`src/rtl/coin_start_seq_pkg.sv`:
```
// Shared types and constants for the coin/start sequencer.
package cseq_pkg;

  localparam int unsigned CNT_W              = 8;
  localparam int unsigned DEF_COIN_FRAMES    = 4;
  localparam int unsigned DEF_GAP_FRAMES     = 8;
  localparam int unsigned DEF_START_FRAMES   = 4;

  typedef enum logic [2:0] {
    IDLE    = 3'd0,
    COIN    = 3'd1,
    GAP     = 3'd2,
    START   = 3'd3,
    HOLDOFF = 3'd4
  } cseq_state_e;

  typedef enum logic [1:0] {
    TGT_NONE = 2'd0,
    TGT_P1   = 2'd1,
    TGT_P2   = 2'd2
  } cseq_tgt_e;

  // One-hot select pattern for a target player; none selects nothing.
  function automatic logic [1:0] tgt_select(input cseq_tgt_e t);
    logic [1:0] sel;
    sel = 2'b00;
    case (t)
      TGT_P1:  sel = 2'b01;
      TGT_P2:  sel = 2'b10;
      default: sel = 2'b00;
    endcase
    return sel;
  endfunction

endpackage

```
`src/rtl/cseq_frame_timer.sv`:
```
// Frame counter shared by all timed phases: load on entry, count down on frames.
module cseq_frame_timer
  import cseq_pkg::*;
(
  input  logic             clk_sys,
  input  logic             reset_n,
  input  logic             load,
  input  logic [CNT_W-1:0] load_val,
  input  logic             tick,
  output logic             done_c
);

  logic [CNT_W-1:0] count;

  // Load has priority, so a frame in the load cycle is never counted; no wrap below zero.
  always_ff @(posedge clk_sys or negedge reset_n) begin
    if (!reset_n) begin
      count <= '0;
    end else if (load) begin
      count <= load_val;
    end else if (tick && (count != '0)) begin
      count <= count - CNT_W'(1);
    end
  end

  // Final frame of the phase.
  assign done_c = tick && (count == CNT_W'(1));

endmodule

```
`src/rtl/coin_start_seq.sv`:
```
// Coin/start sequencer: turns a start press into coin -> gap -> select pulses.
// Build option CSEQ_AUTO_COIN_EN: when defined a start press inserts a coin
// pulse first; otherwise a start press goes straight to the gap phase.
module coin_start_seq
  import cseq_pkg::*;
#(
  parameter int unsigned COIN_FRAMES  = DEF_COIN_FRAMES,
  parameter int unsigned GAP_FRAMES   = DEF_GAP_FRAMES,
  parameter int unsigned START_FRAMES = DEF_START_FRAMES
) (
  input  logic       clk_sys,
  input  logic       reset_n,
  input  logic       i_frame,
  input  logic [1:0] i_start,
  input  logic       i_coin,
  output logic       o_coin,
  output logic [1:0] o_select,
  output logic       o_busy
);

`ifdef CSEQ_AUTO_COIN_EN
  localparam cseq_state_e      JOB_ST  = COIN;
  localparam logic [CNT_W-1:0] JOB_LEN = CNT_W'(COIN_FRAMES);
`else
  localparam cseq_state_e      JOB_ST  = GAP;
  localparam logic [CNT_W-1:0] JOB_LEN = CNT_W'(GAP_FRAMES);
`endif

  logic             frame_q;
  logic [1:0]       start_q;
  logic             coin_q;
  logic             sample_vld;
  logic [1:0]       start_low;
  logic             coin_low;
  logic [1:0]       start_edge_c;
  logic             coin_edge_c;

  cseq_state_e      state, state_nx;
  cseq_tgt_e        target, target_nx;
  logic [1:0]       pend, pend_nx;
  logic             tmr_load_c;
  logic [CNT_W-1:0] tmr_val_c;
  logic             tmr_done_c;

  // Input sampling; the "was low" flags only arm from a genuine post-reset sample.
  always_ff @(posedge clk_sys or negedge reset_n) begin
    if (!reset_n) begin
      frame_q    <= 1'b0;
      start_q    <= 2'b00;
      coin_q     <= 1'b0;
      sample_vld <= 1'b0;
      start_low  <= 2'b00;
      coin_low   <= 1'b0;
    end else begin
      frame_q    <= i_frame;
      start_q    <= i_start;
      coin_q     <= i_coin;
      sample_vld <= 1'b1;
      start_low  <= {2{sample_vld}} & ~start_q;
      coin_low   <= sample_vld & ~coin_q;
    end
  end

  assign start_edge_c = start_q & start_low;
  assign coin_edge_c  = coin_q & coin_low;

  cseq_frame_timer u_timer (
    .clk_sys  (clk_sys),
    .reset_n  (reset_n),
    .load     (tmr_load_c),
    .load_val (tmr_val_c),
    .tick     (frame_q),
    .done_c   (tmr_done_c)
  );

  // State, target, pending and registered outputs derived from the next state.
  always_ff @(posedge clk_sys or negedge reset_n) begin
    if (!reset_n) begin
      state    <= IDLE;
      target   <= TGT_NONE;
      pend     <= 2'b00;
      o_coin   <= 1'b0;
      o_select <= 2'b00;
      o_busy   <= 1'b0;
    end else begin
      state    <= state_nx;
      target   <= target_nx;
      pend     <= pend_nx;
      o_coin   <= (state_nx == COIN);
      o_select <= (state_nx == START) ? tgt_select(target_nx) : 2'b00;
      o_busy   <= (state_nx != IDLE);
    end
  end

  // Next-state logic; P1 always wins a tie, the loser waits in its pending bit.
  always_comb begin
    state_nx   = state;
    target_nx  = target;
    pend_nx    = pend;
    tmr_load_c = 1'b0;
    tmr_val_c  = '0;
    case (state)
      IDLE: begin
        if (start_edge_c != 2'b00) begin
          target_nx  = start_edge_c[0] ? TGT_P1 : TGT_P2;
          pend_nx    = pend | {start_edge_c[0] & start_edge_c[1], 1'b0};
          state_nx   = JOB_ST;
          tmr_load_c = 1'b1;
          tmr_val_c  = JOB_LEN;
        end else if (coin_edge_c) begin
          target_nx  = TGT_NONE;
          state_nx   = COIN;
          tmr_load_c = 1'b1;
          tmr_val_c  = CNT_W'(COIN_FRAMES);
        end
      end
      COIN: begin
        pend_nx = pend | start_edge_c;
        if (tmr_done_c) begin
          if (target != TGT_NONE) begin
            state_nx   = GAP;
            tmr_load_c = 1'b1;
            tmr_val_c  = CNT_W'(GAP_FRAMES);
          end else begin
            state_nx = IDLE;
          end
        end
      end
      GAP: begin
        pend_nx = pend | start_edge_c;
        if (tmr_done_c) begin
          state_nx   = START;
          tmr_load_c = 1'b1;
          tmr_val_c  = CNT_W'(START_FRAMES);
        end
      end
      START: begin
        pend_nx = pend | start_edge_c;
        if (tmr_done_c) begin
          state_nx = HOLDOFF;
        end
      end
      HOLDOFF: begin
        if (start_q == 2'b00) begin
          if (pend[0] || pend[1]) begin
            target_nx  = pend[0] ? TGT_P1 : TGT_P2;
            pend_nx    = pend[0] ? {pend[1], 1'b0} : 2'b00;
            state_nx   = JOB_ST;
            tmr_load_c = 1'b1;
            tmr_val_c  = JOB_LEN;
          end else begin
            target_nx = TGT_NONE;
            state_nx  = IDLE;
          end
        end
      end
      default: begin
        target_nx = TGT_NONE;
        state_nx  = IDLE;
      end
    endcase
  end

endmodule

```
`config.mk`:
```
export PLATFORM = sky130hd
export DESIGN_NAME = coin_start_seq
export DESIGN_NICKNAME = d
export VERILOG_FILES = /design/src/rtl/coin_start_seq_pkg.sv /design/src/rtl/cseq_frame_timer.sv /design/src/rtl/coin_start_seq.sv
export SDC_FILE = /design/constraint.sdc
export NUM_CORES = 1
export LEC_CHECK = 0
export CAP_MARGIN = 30
export CORE_MARGIN = 2
export CORE_UTILIZATION = 52
export CTS_CLUSTER_DIAMETER = 40
export DETAILED_ROUTE_END_ITERATION = 6
export PLACE_DENSITY = 0.81
export SYNTH_ARGS = -nofsm -noshare
export SYNTH_HDL_FRONTEND = slang
export SYNTH_SLANG_ARGS = --single-unit
```
`constraint.sdc`:
```
create_clock -name clk_sys -period 2.3 [get_ports clk_sys]
set_input_delay 0.23 -clock clk_sys [delete_from_list [all_inputs] [get_ports clk_sys]]
set_output_delay 0.23 -clock clk_sys [all_outputs]
set_load 0.01 [all_outputs]
```
=== Word level (Yosys, flattened, before mapping) ===
Index checks and enable logic that the tools add are counted.

* Add/sub/neg operators: 1
* Eq/ne operators: 13
* Mux-type cells: 41
* Bitwise gates (word level): 9
* Reduce and logical (&&, ||, !) cells: 14

{| class="wikitable"
|+ Operators by type and width
! cell !! number
|-
| $mux 2 || 13
|-
| $mux 3 || 8
|-
| $mux 4 || 5
|-
| $mux 8 || 2
|-
| $pmux 4 s4 || 1
|-
| $pmux 3 s5 || 1
|-
| $pmux 2 s3 || 2
|-
| $eq 3x2->1 const B || 3
|-
| $eq 8x1->1 const B || 1
|-
| $ne 2x2->1 const B || 4
|-
| $reduce_bool 8->1 || 1
|-
| $sub 8x1->8 const B || 1
|-
| $mux 1 || 7
|-
| $eq 3x1->1 const B || 2
|-
| $reduce_bool 2->1 || 3
|-
| $reduce_bool 3->1 || 2
|-
| $reduce_and 5->1 || 1
|-
| $and 2x2->2 || 2
|-
| $or 2x2->2 || 2
|-
| $pmux 1 s4 || 1
|-
| $pmux 2 s2 || 1
|-
| $reduce_and 4->1 || 1
|-
| $and 1x1->1 || 3
|-
| $eq 3x3->1 const B || 1
|-
| other kinds (9) || 10
|}

* Register bits after elaboration: 27

=== Logic depth before layout (Yosys ltp) ===
Gate-level depths: netlist of the first run.

* Depth after elaboration: 7
* Depth in mapped cells: 7
* Gate-level depth less buffers: 7

=== By module ===
A second synthesis of the first run with hierarchy kept.

* Cell total of the unflattened synthesis: 149
* Area total of the unflattened synthesis: 1526.5 µm²

{| class="wikitable"
|+ By module, submodules not included
! module !! times used !! cells each !! area an instance (µm²) !! seq. area each (µm²)
|-
| coin_start_seq || 1 || 83 || 935.9 || 475.5
|-
| cseq_frame_timer || 1 || 66 || 590.6 || 200.2
|}

=== Worst setup path before layout of the first run ===
OpenSTA, ideal clock, no wires.

* Path type: register to register
* From: reg u_timer.count[1]
* To: reg o_busy
* Library setup time: 139 ps
* Arrival: 1782 ps
* Data required time: 2161 ps
* Setup slack: 380 ps
* Stages on the path, launching flop included: 8
* Path through: dfrtp_1 -> inv_1 -> ha_1 -> and4bb_2 -> a21bo_1 -> a211oi_1 -> or2_1 -> or4_1

* Word-level cells in the longest chain between the ends: 5
* Elaborated cells on any way between the ends: 7
* Classes of those cells: eq/ne (1); mux (4); reduce/logical (2)

{| class="wikitable"
|+ RTL lines
! element !! RTL line !! RTL
|-
| from (decl) || cseq_frame_timer.sv:13 || <nowiki>logic [CNT_W-1:0] count;</nowiki>
|-
| from (signal assigned) || cseq_frame_timer.sv:20 || <nowiki>count <= load_val;</nowiki>
|-
| from (signal assigned) || cseq_frame_timer.sv:22 || <nowiki>count <= count - CNT_W'(1);</nowiki>
|-
| $eq 8x1->1 (*) || cseq_frame_timer.sv:27 || <nowiki>assign done_c = tick && (count == CNT_W'(1));</nowiki>
|-
| $logic_and 1x1->1 (*) || cseq_frame_timer.sv:27 ||
|-
| $mux 3, on equally long branches || coin_start_seq.sv:139, coin_start_seq.sv:119, coin_start_seq.sv:131 ||
|-
| $pmux 3 s5 (*) || coin_start_seq.sv:102 || <nowiki>case (state)</nowiki>
|-
| net state_nx[1] || coin_start_seq.sv:38 || <nowiki>cseq_state_e state, state_nx;</nowiki>
|-
| $reduce_bool 3->1 (*) || coin_start_seq.sv:91 || <nowiki>o_busy <= (state_nx != IDLE);</nowiki>
|-
| to (signal assigned) || coin_start_seq.sv:91 ||
|-
| to (decl) || coin_start_seq.sv:18 || <nowiki>output logic o_busy</nowiki>
|}

The timed path passes the listed nets; every way through them passes the cells marked *.
A chain may end at the register's enable or synchronous reset.

=== Worst setup path after layout of the first run ===
Same ends and word-level chain as after synthesis.

==> parameters.txt, run 1 <==
Parameter                              Value

Synth
  Distinct cell type count after synthesis ... 37
  Flip-flop and latch count after synthesis ... 27
  EDFF count, synth ... 0
  Total number of yosys warnings ... 0
  Most frequent cell after synthesis ... sky130_fd_sc_hd__dfrtp_1
  Most numerous cell types in the synthesized netlist ... sky130_fd_sc_hd__dfrtp_1 (27), sky130_fd_sc_hd__nor2_1 (18), sky130_fd_sc_hd__nand2_1 (12)
  Post-synth net total ... 144
  Largest cells by area after synthesis ... sky130_fd_sc_hd__dfrtp_1 (51%), sky130_fd_sc_hd__nor2_1 (5.1%), sky130_fd_sc_hd__nand2_1 (3.4%)
  Most area-hungry cell type in the Yosys netlist ... sky130_fd_sc_hd__dfrtp_1
  Synth Instances ... 135
  Netlist area before placement ... 1320 um^2
  Async S/R FF share, synth ... 100%
  Area share of the leading cell type in the synthesized netlist ... 51.3%
  Synth Flop Type ... sky130_fd_sc_hd__dfrtp_1
  Post-synthesis average cell area ... 9.76 um^2
  Sequential share of the synthesized area ... 51.3%

CTS
  Clock Root Buffer ... sky130_fd_sc_hd__clkbuf_4
  Number of gates resized after CTS ... 0
  Clock edge transition at the registers on the reported setup and hold paths ... 0.14 ns
  Number of H-tree branching levels ... 1
  Clock Sinks ... 27
  CTS max path bufs ... 2
  Clock insertion delay at the later pin of the skew report ... 0.33 ns
  CTS tree ... done
  CTS Hold Bufs ... 0
  CTS buffer count ... 3
  Post-CTS Repair Setup Buffers ... 0

Critical path
  Crit path to ... o_busy
  Slack of the worst reg-to-reg path ... 0.17 ns
  Critical Path AT ... 2.34 ns
  Crit path launch type ... flop
  Reg2reg end ... o_busy
  Data required time of the critical path ... 2.51 ns
  Crit path from ... u_timer.count[1]
  Max FO, Critical Path ... 4
  Origin of the critical flop-to-flop path ... u_timer.count[1]
  Crit Path Class ... reg2reg
  Crit end category ... flop
  Reg2reg path depth ... 7

Floorplan
  I/O pin count ... 10
  Core Footprint ... 2430 um^2
  Number of rows created at floorplan ... 18
  Vert. Die Dim ... 54.3 um
  Die area ... 2950 um^2
  Horizontal die dimension ... 54.3 um
  Initial core utilization ... 54.2%

Power
  Worst ir drop on vdd ... 0.712 mV
  Cell leakage power ... 0.652 nW
  Power density relative to cell area ... 1110 nW/um^2
  Total chip power ... 1.64 mW

STA
  Final clock skew ... 0.00443 ns
  Setup repair after global routing missed its margin ... false
  Max Transition Viols Final ... 0
  Final setup slack of the worst path ... 0.174 ns
  Fin crit period ... 2.13 ns
  Period Utilization, post-route ... 92.4%
  Slew at the pin closest to its max-slew limit ... 0.639 ns
  Slew HR ... 57.4%
  Worst hold margin ... 0.243 ns
  Final hold viol count ... 0
  Max Fclk ... 470 MHz
  Final setup violation count ... 0
  Total negative slack for setup checks ... 0 ns

Finish
  NumNets Final ... 159
  Utilization after layout ... 61.0%
  Post-route standard cell area excluding fillers ... 1480 um^2
  Multi-input gate area ... 619 um^2
  Antenna diode instance count ... 0
  Sequential cell area ... 676 um^2
  Area overhead of the layout relative to synthesis ... 12.5%
  Fill cell count ... 193
  Share of layout cells above drive strength 1 ... 5.37%
  Post-route insts no fill ... 179

Placed design
  Routability congestion estimate ... 0.939
  Area after detailed placement ... 1460 um^2
  DP Worst Slack ... 0.212 ns
  Count of port buffers added during placement ... 9
  Inst Count DP ... 175
  Placed wire-length estimate ... 1900 um

Route
  Overall via count from detail_route ... 1036
  Post-DR vias/cell ... 5.79
  Post-detailed-route count of antenna-violating nets ... 0
  DRC violation count after routing ... 0
  Total routed wirelength ... 2540 um
  Average detailed-routed wire length per instance ... 14.2 um
  DR pass1 iterations ... 4
  Starting DRT DRC Count ... 25

Global route
  Largest net degree at the start of global routing ... 28
  Initial antenna violation count ... 0
  Via count of the first global-routing pass ... 1001
  Overall Global Routing Usage ... 20.3%
  Grt ovf ... 0
  Global-route wire length before repair ... 4260 um

Run
  Max-capacitance violation count ... 0

Hold path
  Worst min-delay path category ... in2async

Outcome
  Status ... complete, no violations
-- registers in the layout, summed over array words and instances (netlist names) --
| name | cells |
|---|---|
| u_timer.count | 8 |
| start_low | 2 |
| pend | 2 |
| target | 2 |
| o_select | 2 |
| start_q | 2 |
| frame_q | 1 |
| o_coin | 1 |
| o_busy | 1 |
| coin_q | 1 |
| sample_vld | 1 |
| state | 3 |
| coin_low | 1 |
-- where the power goes --
group	internal [mW]	total (mW)	switching, mW
registers	0.601	0.757	0.156
logic	0.310	0.674	0.364
clock network	0.0681	0.208	0.140
total	0.979	1.64	0.660
-- metal layers --
layer  up-vias  wire [um]  track usage, %
li1        505          -               -
met1       495       1170            26.3
met2        32       1210            33.1
met3         4        123            3.83
met4         0         34            9.17
met5         -          0               0
-- layout by cell type (no fill, tap or decap), types with 4 or more instances in the layout --
| cell type | count |
|---|---|
| sky130_fd_sc_hd__nor2b_1 | 4 |
| sky130_fd_sc_hd__nand3_1 | 7 |
| sky130_fd_sc_hd__a21oi_1 | 5 |
| sky130_fd_sc_hd__inv_1 | 5 |
| sky130_fd_sc_hd__dfrtp_1 | 27 |
| sky130_fd_sc_hd__o21ai_0 | 6 |
| sky130_fd_sc_hd__a211oi_1 | 5 |
| sky130_fd_sc_hd__nor2_1 | 18 |
| sky130_fd_sc_hd__nand2_1 | 12 |
| sky130_fd_sc_hd__clkdlybuf4s50_1 | 9 |
-- layout make-up --
class                           count  area share (%)
Multi-Input combinational cell    102            41.8
Timing Repair Buffer               11            7.09
Clock buffer                        4            1.77
Tap cell                           30            2.53
Inverter                            5            1.27
Sequential cell                    27            45.6
-- how the worst min path moves through the flow --
stage,startpoint,to,slack (ns),depth (start not counted)
6_report,reset_n,u_timer.count[7],0.24,2
5_1_grt,reset_n,u_timer.count[2],0.28,2
4_1_cts,reset_n,u_timer.count[7],0.26,2
3_5_place_dp,coin_q,coin_low,0.45,1
3_3_place_gp,coin_q,coin_low,0.43,1
2_1_floorplan,reset_n,coin_low,-0.07,0
-- logic make-up (layout without fill, tap and decap cells) --
family	after synthesis	after routing	synth area share, %
AND/OR/NAND/NOR	66	66	26.9
AO/OA/AOI/OAI	28	28	14.3
flip-flops	27	27	51.3
buffers and inverters	6	20	1.71
XOR/XNOR	4	4	2.66
adder cells (fa/ha/maj)	3	3	2.85
other	1	1	0.285
-- critical path, cell delays in order (launching register included) --
cell and delay, ns:
sky130_fd_sc_hd__dfrtp_1 0.41, sky130_fd_sc_hd__inv_1 0.10, sky130_fd_sc_hd__ha_1 0.18, sky130_fd_sc_hd__and4bb_2 0.26
sky130_fd_sc_hd__nand2_1 0.12, sky130_fd_sc_hd__o32ai_1 0.14, sky130_fd_sc_hd__or2_1 0.28, sky130_fd_sc_hd__or4_1 0.53
Power figures use the tool's default switching activity.
==> run 2, diff against run 1 <==
- ABC_AREA: default -> 1
==> run 2 against run 1 <==
Net effect:
- register-to-register slack better by 0.62 ns
- worst hold slack got worse by 0.0012 ns
- non-clock buffer count is 1 lower
- critical path type unchanged
- largest power group is now combinational cells
- highest routed layer unchanged
==> parameters.txt, run 2 <==
Parameter                              Value

STA
  Final setup violation count ... 0
  Period Utilization, post-route ... 65.5%
  Fin crit period ... 1.51 ns
  Setup repair after global routing missed its margin ... false
  Final setup slack of the worst path ... 0.794 ns
  Final clock skew ... 0.00366 ns
  Max Fclk ... 664 MHz
  Final hold viol count ... 0
  Max Transition Viols Final ... 0
  Total negative slack for setup checks ... 0 ns

Route
  Post-DR vias/cell ... 4.99
  Total routed wirelength ... 2720 um
  Average detailed-routed wire length per instance ... 11.3 um
  Overall via count from detail_route ... 1198
  Post-detailed-route count of antenna-violating nets ... 0
  DR pass1 iterations ... 4
  Starting DRT DRC Count ... 45
  DRC violation count after routing ... 0

Critical path
  Crit path to ... u_timer.count[7]
  Reg2reg path depth ... 10
  Data required time of the critical path ... 2.58 ns
  Crit path max-delay cell type ... sky130_fd_sc_hd__dfrtp_1
  Most common cell type on the critical path ... sky130_fd_sc_hd__nand2_1
  Origin of the critical flop-to-flop path ... u_timer.count[0]
  Crit Path Class ... reg2reg
  Worst path depth ... 10
  Reg2reg end ... u_timer.count[7]
  Crit path from ... u_timer.count[0]
  Critical path's top delay family ... simple AND/OR/NAND/NOR gates
  Crit end category ... flop
  Crit path largest cell delay ... 0.43 ns
  Critical Path AT ... 1.79 ns
  CP Cell Sequence ... inv_1 > ha_1 > inv_1 > nor2_2 > nand2_1 > nand2_2 > nand3_2 > inv_2 > nand2_1 > nand2_1
  Max FO, Critical Path ... 6
  Crit path launch type ... flop
  CP Buf/Inv Count ... 3
  Slack of the worst reg-to-reg path ... 0.79 ns

Placed design
  Routability congestion estimate ... 0.887
  Placed wire-length estimate ... 2070 um
  DP Worst Slack ... 0.835 ns
  Area after detailed placement ... 1670 um^2
  Count of port buffers added during placement ... 9

Global route
  Global-route wire length before repair ... 5140 um
  Grt ovf ... 0
  Largest net degree at the start of global routing ... 28
  Overall Global Routing Usage ... 19.7%
  Initial antenna violation count ... 0
  Via count of the first global-routing pass ... 1144

Finish
  Commonest cells after routing, fill and taps aside ... sky130_fd_sc_hd__nand2_1 (43), sky130_fd_sc_hd__dfrtp_1 (27), sky130_fd_sc_hd__inv_1 (25)
  NumNets Final ... 219
  Utilization after layout ... 60.9%
  Share of layout cells above drive strength 1 ... 16.3%
  Post-route standard cell area excluding fillers ... 1690 um^2
  Antenna diode instance count ... 0
  Largest registers ... u_timer.count: 8 flops, state: 3 flops
  Area overhead of the layout relative to synthesis ... 10.7%
  Most frequent standard cell in the layout excluding fill and tap cells ... sky130_fd_sc_hd__nand2_1
  Max FFs per register ... 8
  Largest reg by FF count ... u_timer.count

Synth
  Async S/R FF share, synth ... 100%
  Netlist area before placement ... 1530 um^2
  Most area-hungry cell type in the Yosys netlist ... sky130_fd_sc_hd__dfrtp_1
  Largest cells by area after synthesis ... sky130_fd_sc_hd__dfrtp_1 (44%), sky130_fd_sc_hd__nand2_1 (11%), sky130_fd_sc_hd__inv_1 (6.1%)
  Total number of yosys warnings ... 0
  Post-synth net total ... 204
  EDFF count, synth ... 0
  Flip-flop and latch count after synthesis ... 27
  Distinct cell type count after synthesis ... 24
  Synth Instances ... 195
  Post-synthesis average cell area ... 7.84 um^2
  Most frequent cell after synthesis ... sky130_fd_sc_hd__nand2_1
  Synth Flop Type ... sky130_fd_sc_hd__dfrtp_1
  Sequential share of the synthesized area ... 44.2%
  Area share of the leading cell type in the synthesized netlist ... 44.2%
  Most numerous cell types in the synthesized netlist ... sky130_fd_sc_hd__nand2_1 (43), sky130_fd_sc_hd__dfrtp_1 (27), sky130_fd_sc_hd__inv_1 (25)

Floorplan
  Number of rows created at floorplan ... 19
  Vert. Die Dim ... 58.2 um
  Initial core utilization ... 55.0%
  Horizontal die dimension ... 58.2 um
  Die area ... 3390 um^2
  Core Footprint ... 2780 um^2
  I/O pin count ... 10

Power
  Cell internal power dissipation ... 0.960 mW
  Cell leakage power ... 0.881 nW
  Flop pwr share ... 40.9%
  Clock power share ... 12.2%
  Worst ir drop on vdd ... 0.718 mV
  Part of the power in combinational logic ... 46.9%
  Power density relative to cell area ... 1010 nW/um^2
  Switching power ... 0.757 mW
  Switching share of power ... 44.1%

CTS
  CTS max path bufs ... 2
  Clock edge transition at the registers on the reported setup and hold paths ... 0.15 ns
  Clock Root Buffer ... sky130_fd_sc_hd__clkbuf_4
  CTS tree ... done
  Clock insertion delay at the later pin of the skew report ... 0.33 ns
  CTS buffer count ... 3
  Post-CTS Repair Setup Buffers ... 0
  CTS Hold Bufs ... 0
  Clock Sinks ... 27
  Number of gates resized after CTS ... 0
  Number of H-tree branching levels ... 1

Outcome
  Status ... complete, no violations

Hold path
  Worst min-delay path category ... in2async

Run
  Max-capacitance violation count ... 0
## run 2: changes by cell type after synthesis, sizes merged, moves of 3 or more
cell    previous run  this run
nand2b             3         0
nor3b              3         0
nor2b              4         0
nor2              18        31
and2               3         0
inv                5        31
or3                3         0
a211oi             5         0
nand2             12        51
nand3              7        23
o21ai              6        12
## run 2: final cells by class
cell class	count	area, um^2
inverter	31	119
tap	31	38.8
clock inverter	1	5.00
fill	244	1090
multi-input combinational	137	734
clock buffer	3	22.5
sequential	27	676
timing repair buffer	10	97.6
## run 2: routing by layer
metal	track usage, %	part of all wire [%]	vias up
met5	0	0	-
met4	8.31	1.8	0
met3	2.68	2.0	5
met2	27.6	41	15
li1	-	-	638
met1	30.5	55	540
## run 2: power groups by stage
stage	sequential (mW)	clock (mW)	combinational, mW
after global placement	0.707	0	0.786
after floorplan	0.693	0	0.625
after global routing	0.723	0.231	0.930
after CTS	0.701	0.217	0.801
final	0.702	0.209	0.806
after detailed placement	0.709	0	0.797
## run 2: worst register-to-register path, stage by stage (launching register included)
cell                      delay [ns]
sky130_fd_sc_hd__dfrtp_1        0.43
sky130_fd_sc_hd__inv_1          0.15
sky130_fd_sc_hd__ha_1           0.16
sky130_fd_sc_hd__inv_1          0.04
sky130_fd_sc_hd__nor2_2         0.16
sky130_fd_sc_hd__nand2_1        0.09
sky130_fd_sc_hd__nand2_2        0.11
sky130_fd_sc_hd__nand3_2        0.10
sky130_fd_sc_hd__inv_2          0.09
sky130_fd_sc_hd__nand2_1        0.06
sky130_fd_sc_hd__nand2_1        0.07
## run 2: metrics by stage
stage	std cells	hold WS (ns)	total power, mW
3_5_place_dp	236	0.444	1.51
2_1_floorplan	195	-0.0656	1.32
6_report	240	0.241	1.72
4_1_cts	240	0.248	1.72
3_3_place_gp	236	0.442	1.49
5_1_grt	240	0.269	1.88
## run 2: worst min path at each step
stage / cells after the start / slack [ns] / to
global route: 2 / 0.27 / u_timer.count[2]
detailed placement: 1 / 0.44 / coin_low
floorplan: 0 / -0.07 / coin_low
finish: 2 / 0.24 / pend[1]
global placement: 1 / 0.44 / coin_low
CTS: 2 / 0.25 / start_q[1]
## run 2: kinds of logic after synthesis
group | synth area share [%]
AO/OA/AOI/OAI | 7.69
XOR/XNOR | 1.72
adder cells (fa/ha/maj) | 2.46
buffers and inverters | 7.77
flip-flops | 44.2
other | 0.245
AND/OR/NAND/NOR | 35.9
==> run 3, diff against run 2 <==
- clock period: 2.3 -> 1.5 ns (I/O delays scaled with it)
==> run 3 against run 2 <==
Net effect:
- largest cell class unchanged
- critical path type unchanged
- via count up 10%
- worst hold slack got worse by 0.079 ns
- final area increased by 8.5%
- combinational power rose by 87%
==> parameters.txt, run 3 (synthesis results as in run 2) <==
Parameter                              Value

CTS
  Clock Sinks ... 27
  CTS Hold Bufs ... 0
  Clock insertion delay at the later pin of the skew report ... 0.33 ns
  Number of H-tree branching levels ... 1
  CTS max path bufs ... 2
  CTS buffer count ... 3
  Clock Root Buffer ... sky130_fd_sc_hd__clkbuf_4
  Clock edge transition at the registers on the reported setup and hold paths ... 0.15 ns
  CTS tree ... done

Placed design
  Placed wire-length estimate ... 2070 um
  Area after detailed placement ... 1680 um^2
  Routability congestion estimate ... 0.831
  Count of port buffers added during placement ... 9
  DP Worst Slack ... 0.0569 ns
  Inst Count DP ... 238

Critical path
  Data required time of the critical path ... 1.74 ns
  Slack of the worst reg-to-reg path ... 0.08 ns
  Critical Path AT ... 1.66 ns
  Max FO, Critical Path ... 5
  Crit end category ... flop
  Crit path launch type ... flop
  Crit Path Class ... reg2reg

STA
  Max Transition Viols Final ... 0
  Fin crit period ... 1.42 ns
  Max Fclk ... 704 MHz
  Setup repair after global routing missed its margin ... true
  Period Utilization, post-route ... 94.7%
  Final hold viol count ... 0
  Final clock skew ... 0.00732 ns
  Final setup slack of the worst path ... 0.0797 ns
  Final setup violation count ... 0

Power
  Power density relative to cell area ... 1600 nW/um^2
  Total chip power ... 2.94 mW
  Worst ir drop on vdd ... 1.27 mV
  Cell leakage power ... 0.927 nW

Finish
  Share of layout cells above drive strength 1 ... 27.8%
  Post-route standard cell area excluding fillers ... 1840 um^2
  Most frequent standard cell in the layout excluding fill and tap cells ... sky130_fd_sc_hd__nand2_1
  Post-route insts no fill ... 247
  Largest reg by FF count ... u_timer.count
  Max FFs per register ... 8
  Fill cell count ... 233
  NumNets Final ... 226
  Commonest cells after routing, fill and taps aside ... sky130_fd_sc_hd__nand2_1 (37), sky130_fd_sc_hd__inv_1 (23), sky130_fd_sc_hd__dfrtp_1 (23)
  Antenna diode instance count ... 0
  Largest registers ... u_timer.count: 8 flops, state: 3 flops
  Area overhead of the layout relative to synthesis ... 20.1%

Run
  Max-capacitance violation count ... 0

Route
  Overall via count from detail_route ... 1318
  DR pass1 iterations ... 5
  Total routed wirelength ... 3130 um
  Average detailed-routed wire length per instance ... 12.7 um
  Starting DRT DRC Count ... 56
  Post-DR vias/cell ... 5.34
  Post-detailed-route count of antenna-violating nets ... 0
  DRC violation count after routing ... 0

Floorplan
  Initial core utilization ... 55.0%
  Die area ... 3390 um^2
  Vert. Die Dim ... 58.2 um
  Core Footprint ... 2780 um^2
  Number of rows created at floorplan ... 19
  I/O pin count ... 10
  Horizontal die dimension ... 58.2 um

Global route
  Grt ovf ... 0
  Global-route wire length before repair ... 4960 um
  Overall Global Routing Usage ... 19.3%
  Largest net degree at the start of global routing ... 28
  Initial antenna violation count ... 0
  Via count of the first global-routing pass ... 1126

Hold path
  Worst min-delay path category ... in2async

Outcome
  Status ... complete, no violations
run 3: cell types whose count changed in the layout (fill, tap and decap cells not counted), sizes merged:
| cell | change |
|---|---|
| buf | +7 |
| clkinv | -1 |
| clkinvlp | +1 |
run 3: worst max-delay path, cell delays in order (launching register included):
cell,delay [ns]
sky130_fd_sc_hd__dfrtp_1,0.42
sky130_fd_sc_hd__inv_2,0.11
sky130_fd_sc_hd__ha_4,0.15
sky130_fd_sc_hd__nand3_4,0.08
sky130_fd_sc_hd__nor2_4,0.19
sky130_fd_sc_hd__o21ai_4,0.12
sky130_fd_sc_hd__nand2_4,0.11
sky130_fd_sc_hd__inv_2,0.06
sky130_fd_sc_hd__nand3_1,0.06
sky130_fd_sc_hd__nand2_1,0.05
run 3: per-stage QoR:
stage	hold slack [ns]	TNS, ns	utilization, %
after floorplan	-0.146	0	-
after global placement	0.442	0	60.4
after detailed placement	0.448	0	60.4
after CTS	0.167	0	61.5
after global routing	0.183	-0.183	66.0
final	0.162	0	66.0
run 3: report_power, final:
group | internal, mW | total [mW] | switching, mW
clock network | 0.102 | 0.330 | 0.228
logic | 0.598 | 1.51 | 0.912
registers | 0.917 | 1.10 | 0.181
run 3: metal layers:
metal / wire length (um) / vias up / global-route usage, %
li1: - / 653 / -
met1: 1480 / 601 / 29.5
met2: 1430 / 56 / 28.4
met3: 174 / 8 / 2.68
met4: 45 / 0 / 5.98
met5: 0 / - / 0
run 3: cell type report:
cell class / count / area (um^2) / share of cell area [%]
Multi-Input combinational cell: 137 / 818 / 44.6
Sequential cell: 27 / 681 / 37.1
Timing Repair Buffer: 17 / 150 / 8.17
Inverter: 31 / 119 / 6.47
Tap cell: 31 / 38.8 / 2.11
Clock buffer: 3 / 22.5 / 1.23
Clock inverter: 1 / 7.51 / 0.409
run 3: worst paths after layout:
| kind | start | endpoint | cells past startpoint |
|---|---|---|---|
| worst min register to register | coin_q | coin_low | 1 |
| max in group asynchronous | reset_n | state[2] | 2 |
| worst min-delay path | reset_n | start_low[0] | 2 |
| min in group clk_sys | i_start[0] | start_q[0] | 1 |
| worst max-delay path | u_timer.count[1] | u_timer.count[7] | 9 |
| worst max register to register | u_timer.count[1] | u_timer.count[7] | 9 |
run 3: what timing repair did:
item | CTS | global route
buffers inserted | 0 | 5
gates resized for setup | 0 | 29
setup endpoints to repair | 0 | 11
